### config.mk
export PLATFORM = sky130hd
export DESIGN_NAME = ram_input_reader
export DESIGN_NICKNAME = d
export VERILOG_FILES = /design/src/rtl/ram_io_pkg.sv /design/src/rtl/skid_fifo2.sv /design/src/rtl/ram_input_reader.sv
export SDC_FILE = /design/constraint.sdc
export NUM_CORES = 1
export LEC_CHECK = 0
export ABC_AREA = 0
export CAP_MARGIN = 20
export CORE_MARGIN = 10
export CORE_UTILIZATION = 50
export CTS_BUF_LIST = sky130_fd_sc_hd__clkbuf_8
export DETAILED_ROUTE_END_ITERATION = 10
export PLACE_DENSITY = 0.74
export SLEW_MARGIN = 20
export SYNTH_ARGS = -nofsm -noshare
export SYNTH_HDL_FRONTEND = slang
export SYNTH_SLANG_ARGS = --single-unit
### constraint.sdc
create_clock -name clk -period 5.5 [get_ports clk]
set_input_delay 1.65 -clock clk [delete_from_list [all_inputs] [get_ports clk]]
set_output_delay 1.65 -clock clk [all_outputs]
set_load 0.03 [all_outputs]
### src/rtl/ram_io_pkg.sv
// Shared definitions for the RAM input reader: width defaults and FSM state encoding.
package ram_io_pkg;

  localparam int unsigned DefaultDataWidth = 8;
  localparam int unsigned DefaultAddrWidth = 10;

  // Reads in flight plus words buffered never exceed the FIFO depth.
  localparam int unsigned MaxOutstanding = 2;

  typedef enum logic [1:0] {
    StIdle  = 2'd0,
    StRun   = 2'd1,
    StDrain = 2'd2,
    StDone  = 2'd3
  } rd_state_e;

endpackage

### src/rtl/skid_fifo2.sv
// Two-entry FIFO that absorbs RAM read data while the consumer stalls.
// Push and pop in the same cycle are legal at any occupancy.
module skid_fifo2 #(
  parameter int unsigned WIDTH = 8
) (
  input  logic             clk,
  input  logic             rst_n,
  input  logic             push,
  input  logic [WIDTH-1:0] push_data,
  input  logic             pop,
  output logic [WIDTH-1:0] head,
  output logic             head_valid,
  output logic [1:0]       count
);

  logic [WIDTH-1:0] mem_q [2];
  logic             wr_ptr_q;
  logic             rd_ptr_q;
  logic [1:0]       count_q, count_d;
  logic             do_push, do_pop;

  // Qualify requests; when full, a push is only taken together with a pop.
  always_comb begin
    do_pop  = pop && (count_q != 2'd0);
    do_push = push && ((count_q != 2'd2) || do_pop);
    count_d = count_q;
    unique case ({do_push, do_pop})
      2'b10:   count_d = count_q + 2'd1;
      2'b01:   count_d = count_q - 2'd1;
      default: count_d = count_q;
    endcase
  end

  // Storage and pointers; a push at full writes the slot being popped this cycle.
  always_ff @(posedge clk or negedge rst_n) begin
    if (!rst_n) begin
      mem_q[0] <= '0;
      mem_q[1] <= '0;
      wr_ptr_q <= 1'b0;
      rd_ptr_q <= 1'b0;
      count_q  <= 2'd0;
    end else begin
      if (do_push) begin
        mem_q[wr_ptr_q] <= push_data;
        wr_ptr_q        <= ~wr_ptr_q;
      end
      if (do_pop) begin
        rd_ptr_q <= ~rd_ptr_q;
      end
      count_q <= count_d;
    end
  end

  // Head of queue presented directly.
  always_comb begin
    head       = mem_q[rd_ptr_q];
    head_valid = (count_q != 2'd0);
    count      = count_q;
  end

endmodule

### src/rtl/ram_input_reader.sv
// Burst reader: streams len words starting at base_addr out of a synchronous-read RAM,
// with a ready/valid output and at most two words outstanding.
module ram_input_reader
  import ram_io_pkg::*;
#(
  parameter int unsigned DATA_WIDTH = DefaultDataWidth,
  parameter int unsigned ADDR_WIDTH = DefaultAddrWidth
) (
  input  logic                  clk,
  input  logic                  rst_n,
  input  logic                  start,
  input  logic [ADDR_WIDTH-1:0] base_addr,
  input  logic [ADDR_WIDTH:0]   len,
  output logic                  busy,
  output logic                  done,
  output logic [ADDR_WIDTH-1:0] ram_addr,
  input  logic [DATA_WIDTH-1:0] ram_q,
  output logic [DATA_WIDTH-1:0] dout,
  output logic                  dout_valid,
  input  logic                  dout_ready,
  output logic                  dout_last
);

  localparam int unsigned CntW = ADDR_WIDTH + 1;

  rd_state_e             state_q, state_d;
  logic [ADDR_WIDTH-1:0] base_q, base_d;
  logic [CntW-1:0]       len_q, len_d;
  logic [CntW-1:0]       issued_q, issued_d;
  logic [ADDR_WIDTH-1:0] addr_q;
  logic                  in_flight_q;
  logic                  in_flight_last_q;
  logic                  hold_q, hold_d;

  logic                  issue;
  logic                  issue_last;
  logic                  pop;
  logic [1:0]            occupancy;
  logic [1:0]            fifo_count;
  logic [DATA_WIDTH:0]   fifo_head;
  logic                  fifo_valid;

  // Words still owed to the FIFO after this cycle's pop; gates new reads.
  always_comb begin
    pop       = fifo_valid && dout_ready;
    occupancy = 2'(in_flight_q) + fifo_count - 2'(pop);
  end

  // Next-state, read issue and address generation.
  // The first read is issued in the same cycle start is seen so data lands two cycles later.
  always_comb begin
    state_d    = state_q;
    base_d     = base_q;
    len_d      = len_q;
    issued_d   = issued_q;
    hold_d     = hold_q;
    issue      = 1'b0;
    issue_last = 1'b0;
    ram_addr   = addr_q;
    unique case (state_q)
      StIdle: begin
        if (start) begin
          base_d   = base_addr;
          len_d    = len;
          issued_d = '0;
          if (len == '0) begin
            // Zero-length burst waits one cycle so done lands where a read pipeline would.
            state_d = StDone;
            hold_d  = 1'b1;
          end else begin
            issue      = 1'b1;
            ram_addr   = base_addr;
            issued_d   = CntW'(1);
            issue_last = (len == CntW'(1));
            state_d    = issue_last ? StDrain : StRun;
          end
        end
      end
      StRun: begin
        if (occupancy < 2'(MaxOutstanding)) begin
          issue      = 1'b1;
          ram_addr   = base_q + issued_q[ADDR_WIDTH-1:0];
          issued_d   = issued_q + CntW'(1);
          issue_last = (issued_d == len_q);
          if (issue_last) begin
            state_d = StDrain;
          end
        end
      end
      StDrain: begin
        // Nothing is issued here, so zero occupancy means the last word leaves this cycle.
        if (occupancy == 2'd0) begin
          state_d = StDone;
        end
      end
      StDone: begin
        if (hold_q) begin
          hold_d = 1'b0;
        end else begin
          state_d = StIdle;
        end
      end
      default: state_d = StIdle;
    endcase
  end

  // Control state; reset abandons any burst, including data still in flight.
  always_ff @(posedge clk or negedge rst_n) begin
    if (!rst_n) begin
      state_q          <= StIdle;
      base_q           <= '0;
      len_q            <= '0;
      issued_q         <= '0;
      addr_q           <= '0;
      in_flight_q      <= 1'b0;
      in_flight_last_q <= 1'b0;
      hold_q           <= 1'b0;
    end else begin
      state_q          <= state_d;
      base_q           <= base_d;
      len_q            <= len_d;
      issued_q         <= issued_d;
      addr_q           <= ram_addr;
      in_flight_q      <= issue;
      in_flight_last_q <= issue_last;
      hold_q           <= hold_d;
    end
  end

  // RAM data is captured one cycle after issue, tagged with its last-word flag.
  skid_fifo2 #(
    .WIDTH(DATA_WIDTH + 1)
  ) u_fifo (
    .clk       (clk),
    .rst_n     (rst_n),
    .push      (in_flight_q),
    .push_data ({in_flight_last_q, ram_q}),
    .pop       (pop),
    .head      (fifo_head),
    .head_valid(fifo_valid),
    .count     (fifo_count)
  );

  // Output stream and status.
  always_comb begin
    dout       = fifo_head[DATA_WIDTH-1:0];
    dout_valid = fifo_valid;
    dout_last  = fifo_valid && fifo_head[DATA_WIDTH];
    busy       = (state_q != StIdle);
    done       = (state_q == StDone) && !hold_q;
  end

endmodule

==> summary.md <==
| Metric | Value |
|---|---|
| Portion of netlist area occupied by mux cells | 14.7% |
| Insertion delay to the later sink of the worst-skew pair | approximately 350 ps |
| Clock-pin slew of the registers on the worst-case setup and hold paths | approximately 70 ps |
| Status | complete, no violations |
| Share of final-layout standard cells stronger than drive strength 1 | 25.2% |
| Post-route ant nets | 0 |
| Pre-CTS WS | -564 ps |
| Final cycle utilization of the critical path | 97.3% |
| Die Wd | 107 um |
| Leak | 2.17 nW |
| Pin count of the biggest net entering global routing | 45 |
| Syn nets | 401 |
| Clock tree root buffer cell | clkbuf_8 |
| Slew at the pin with the worst max-slew slack | a little over 800 ps |
| Sink count of the clock tree | 69 |
| Starting density of the core | approximately 52% |
| Post-synth EDFFs | 0 |
| Worst Setup Slack, final | 148 ps |
| Final period demand of the worst path | ~5400 ps |
| Core area | 7330 um2 |
| HPWL reported at the end of detailed placement | 6.44 mm |
| Wire length of the first global-routing pass | 14.5 mm |
| Final Util | 65.1% |
| Maximum vdd drop | around 0.46 mV |
| Setup repair after global routing missed its margin | false |
| Final-stage net count | 470 |
| Final worst hold slack | around 500 ps |
| Register area share after synthesis | approximately 45% |
| Setup Crit Path Kind | in -> out |
| Kind of start point of the critical path | primary input |
| Leading cell types in the layout, fill and taps excluded | dfrtp_1, mux2_2, clkdlybuf4s50_1 |
| Post-synthesis share of cell area spent on full adders, half adders and majority gates | 6.08% |
| Async S/R FF share, synth | 100% |
| Wirelength per Cell | 16.6 um |
| Number of slew-limit violations in the final report | 0 |
| Class of the tightest hold or removal check | reg -> reg |
| CTS Buffer Depth | 2 |
| Detailed router's first-iteration violation count | ~140 |
| Number of warnings reported in the yosys synthesis log | 0 |
| Routed WL | 8.68 mm |
| Number of distinct standard cells referenced by the synthesized netlist | 49 |
| Height of the chip | 107 um |
| Primary flip-flop cell chosen by synthesis mapping | dfrtp_1 |
| Setup violation total in the final timing report | 0 |
| Number of antenna violations at the first check in global routing | 0 |
| Via count normalized by instance count | 5.54 |
| Clock skew after layout | 9.85 ps |
| Floorplan die area | 11,600 um2 |
| Required time at the endpoint of the critical path | 3850 ps |
| Largest family of logic cells by synthesized area | multiplexers |
| Max H-tree Level | 3 |
| Clock tree from TritonCTS | done |
| IO Count | 55 |
| All-layer global routing usage | 15.6% |
| Fmax | 187 MHz |
| Num rows | 31 |
| Number of diodes | 0 |
| Number of instances in the synthesized netlist | 350 |
| Vias post-DR | between 2,000 and 3,000 |
| Maximum fanout encountered on the critical timing path | 5 |
| #FFs+latches synth | about 70 |
| Number of global-route vias before repair | approximately 3,000 |
| Area share of xor/xnor cells in the synthesized design | 7.26% |
| Synthesized-area fraction occupied by and/or/nand/nor cells | 10.2% |
| Post-Synthesis Mean Instance Area | approximately 11 um2 |
| PortBufs | between 50 and 60 |
| Worst Path Arrival | approximately 3700 ps |
| Final-report hold violation count | 0 |
| Max-cap violation count | 0 |
| Fraction of the mapped netlist area in compound gates | 13.0% |
| Routability congestion estimate | 0.919 |
| Relative slew slack | between 40% and 50% |
| TritonRoute pass-1 iters | 4 |
| Pwr dens | 622 nW/um2 |
| Overflow left after global routing | 0 |
| Inserted Clock Buffers | 9 |
| Type of element capturing the critical path | primary output |
| Commonest non-fill, non-tap cell in the layout | dfrtp_1 |
| Post-synthesis instance area | 3830 um2 |
| Area added between synthesis and finish | 24.7% |
| Setup Total Neg Slack | 0 ps |
| Final routed DRC violation total | 0 |
area by class of cell:
| type | count | area [um2] |
|---|---|---|
| multi-input combinational | 251 | 2020 |
| inverter | 15 | 56.3 |
| timing repair buffer | 73 | 669 |
| clock inverter | 5 | 26.3 |
| clock buffer | 11 | 151 |
| sequential | 69 | 1730 |
| fill | 546 | 2560 |
| tap | 99 | 124 |
final timing paths:
check	startpoint	endpoint	slack, ps	cells after the start
setup reg to reg	u_fifo.count[0]	issued_q[10]	2760	14
min in group asynchronous	rst_n	u_fifo.mem_q[6]	1290	1
hold reg to reg	in_flight_last_q	u_fifo.mem_q[17]	500	1
setup / recovery	dout_ready	ram_addr[6]	150	13
max in group asynchronous	rst_n	issued_q[7]	3440	2
hold / removal	in_flight_last_q	u_fifo.mem_q[17]	500	1
where the power goes:
part | internal, mW | leakage, nW | switching, mW
sequential | 0.729 | 0.852 | 0.169
clock | 0.184 | 0.0963 | 0.188
combinational | 0.793 | 1.22 | 0.904
total | 1.71 | 2.17 | 1.26
per-layer routing:
layer	GRT usage, %	vias to the layer above	share of wire (%)
li1	-	1401	-
met1	19.7	1406	45
met2	25.1	77	48
met3	3.29	14	4.9
met4	7.16	0	1.8
met5	0	-	0
what timing repair did:
| action | in CTS | in global routing |
|---|---|---|
| pin swaps | 4 | 2 |
| endpoints found under the setup margin | 10 | 10 |
| resized for setup | 27 | 2 |
| hold buffers | 0 | 0 |
| buffers inserted | 3 | 0 |
logic make-up after synthesis:
logic type	Yosys count
AOI/OAI and AO/OA	71
xor gates and xnor gates	30
adders and majority gates	18
buffers and inverters	30
DFF	69
muxes	50
and+or+nand+nor	82
cell usage after synthesis, types with 2 or more instances:
cell type | instances | area, um2
a21o_1 | 10 | 75.1
a21oi_1 | 11 | 55.1
a221o_1 | 4 | 40.0
a22o_1 | 5 | 43.8
a22oi_1 | 5 | 37.5
and3_1 | 4 | 25.0
and4_1 | 2 | 17.5
buf_1 | 2 | 7.51
buf_2 | 5 | 25.0
buf_6 | 2 | 22.5
clkbuf_1 | 5 | 18.8
dfrtp_1 | 69 | 1730
ha_1 | 17 | 213
inv_1 | 15 | 56.3
mux2_2 | 46 | 518
mux2i_1 | 3 | 30.0
nand2_1 | 27 | 101
nand3_1 | 9 | 45.0
nand4_1 | 4 | 25.0
nor2_1 | 19 | 71.3
nor3_1 | 10 | 50.1
nor4_1 | 2 | 12.5
o2111ai_1 | 2 | 17.5
o211ai_1 | 3 | 22.5
o21ai_0 | 14 | 70.1
o21bai_1 | 2 | 15.0
o22ai_1 | 2 | 12.5
o31ai_1 | 3 | 22.5
xnor2_1 | 20 | 175
xor2_1 | 9 | 78.8
per-stage QoR:
step / total power, mW / area [um2] / cells
detailed placement: 2.55 / 4510 / 504
global placement: 2.50 / 4510 / 504
finish: 2.97 / 4770 / 523
floorplan: 2.03 / 3830 / 350
global route: 3.18 / 4770 / 523
CTS: 2.99 / 4760 / 523
critical path, cell delays in order:
cell and delay [ps]:
buf_6 90, and2_4 140, ha_4 230, inv_2 50
ha_4 110, xor3_1 250, nand2_1 110, o211ai_1 120
a21o_2 280, buf_6 150, a22oi_1 130, o21ai_0 170
buf_4 210
registers in the layout, summed over array words and instances (netlist names):
register          cells
in_flight_q           1
issued_q             11
base_q               10
state_q               2
in_flight_last_q      1
u_fifo.wr_ptr_q       1
u_fifo.rd_ptr_q       1
u_fifo.mem_q         18
addr_q               10
hold_q                1
len_q                11
u_fifo.count          2
Note: power is estimated with default switching activity, not from simulation.
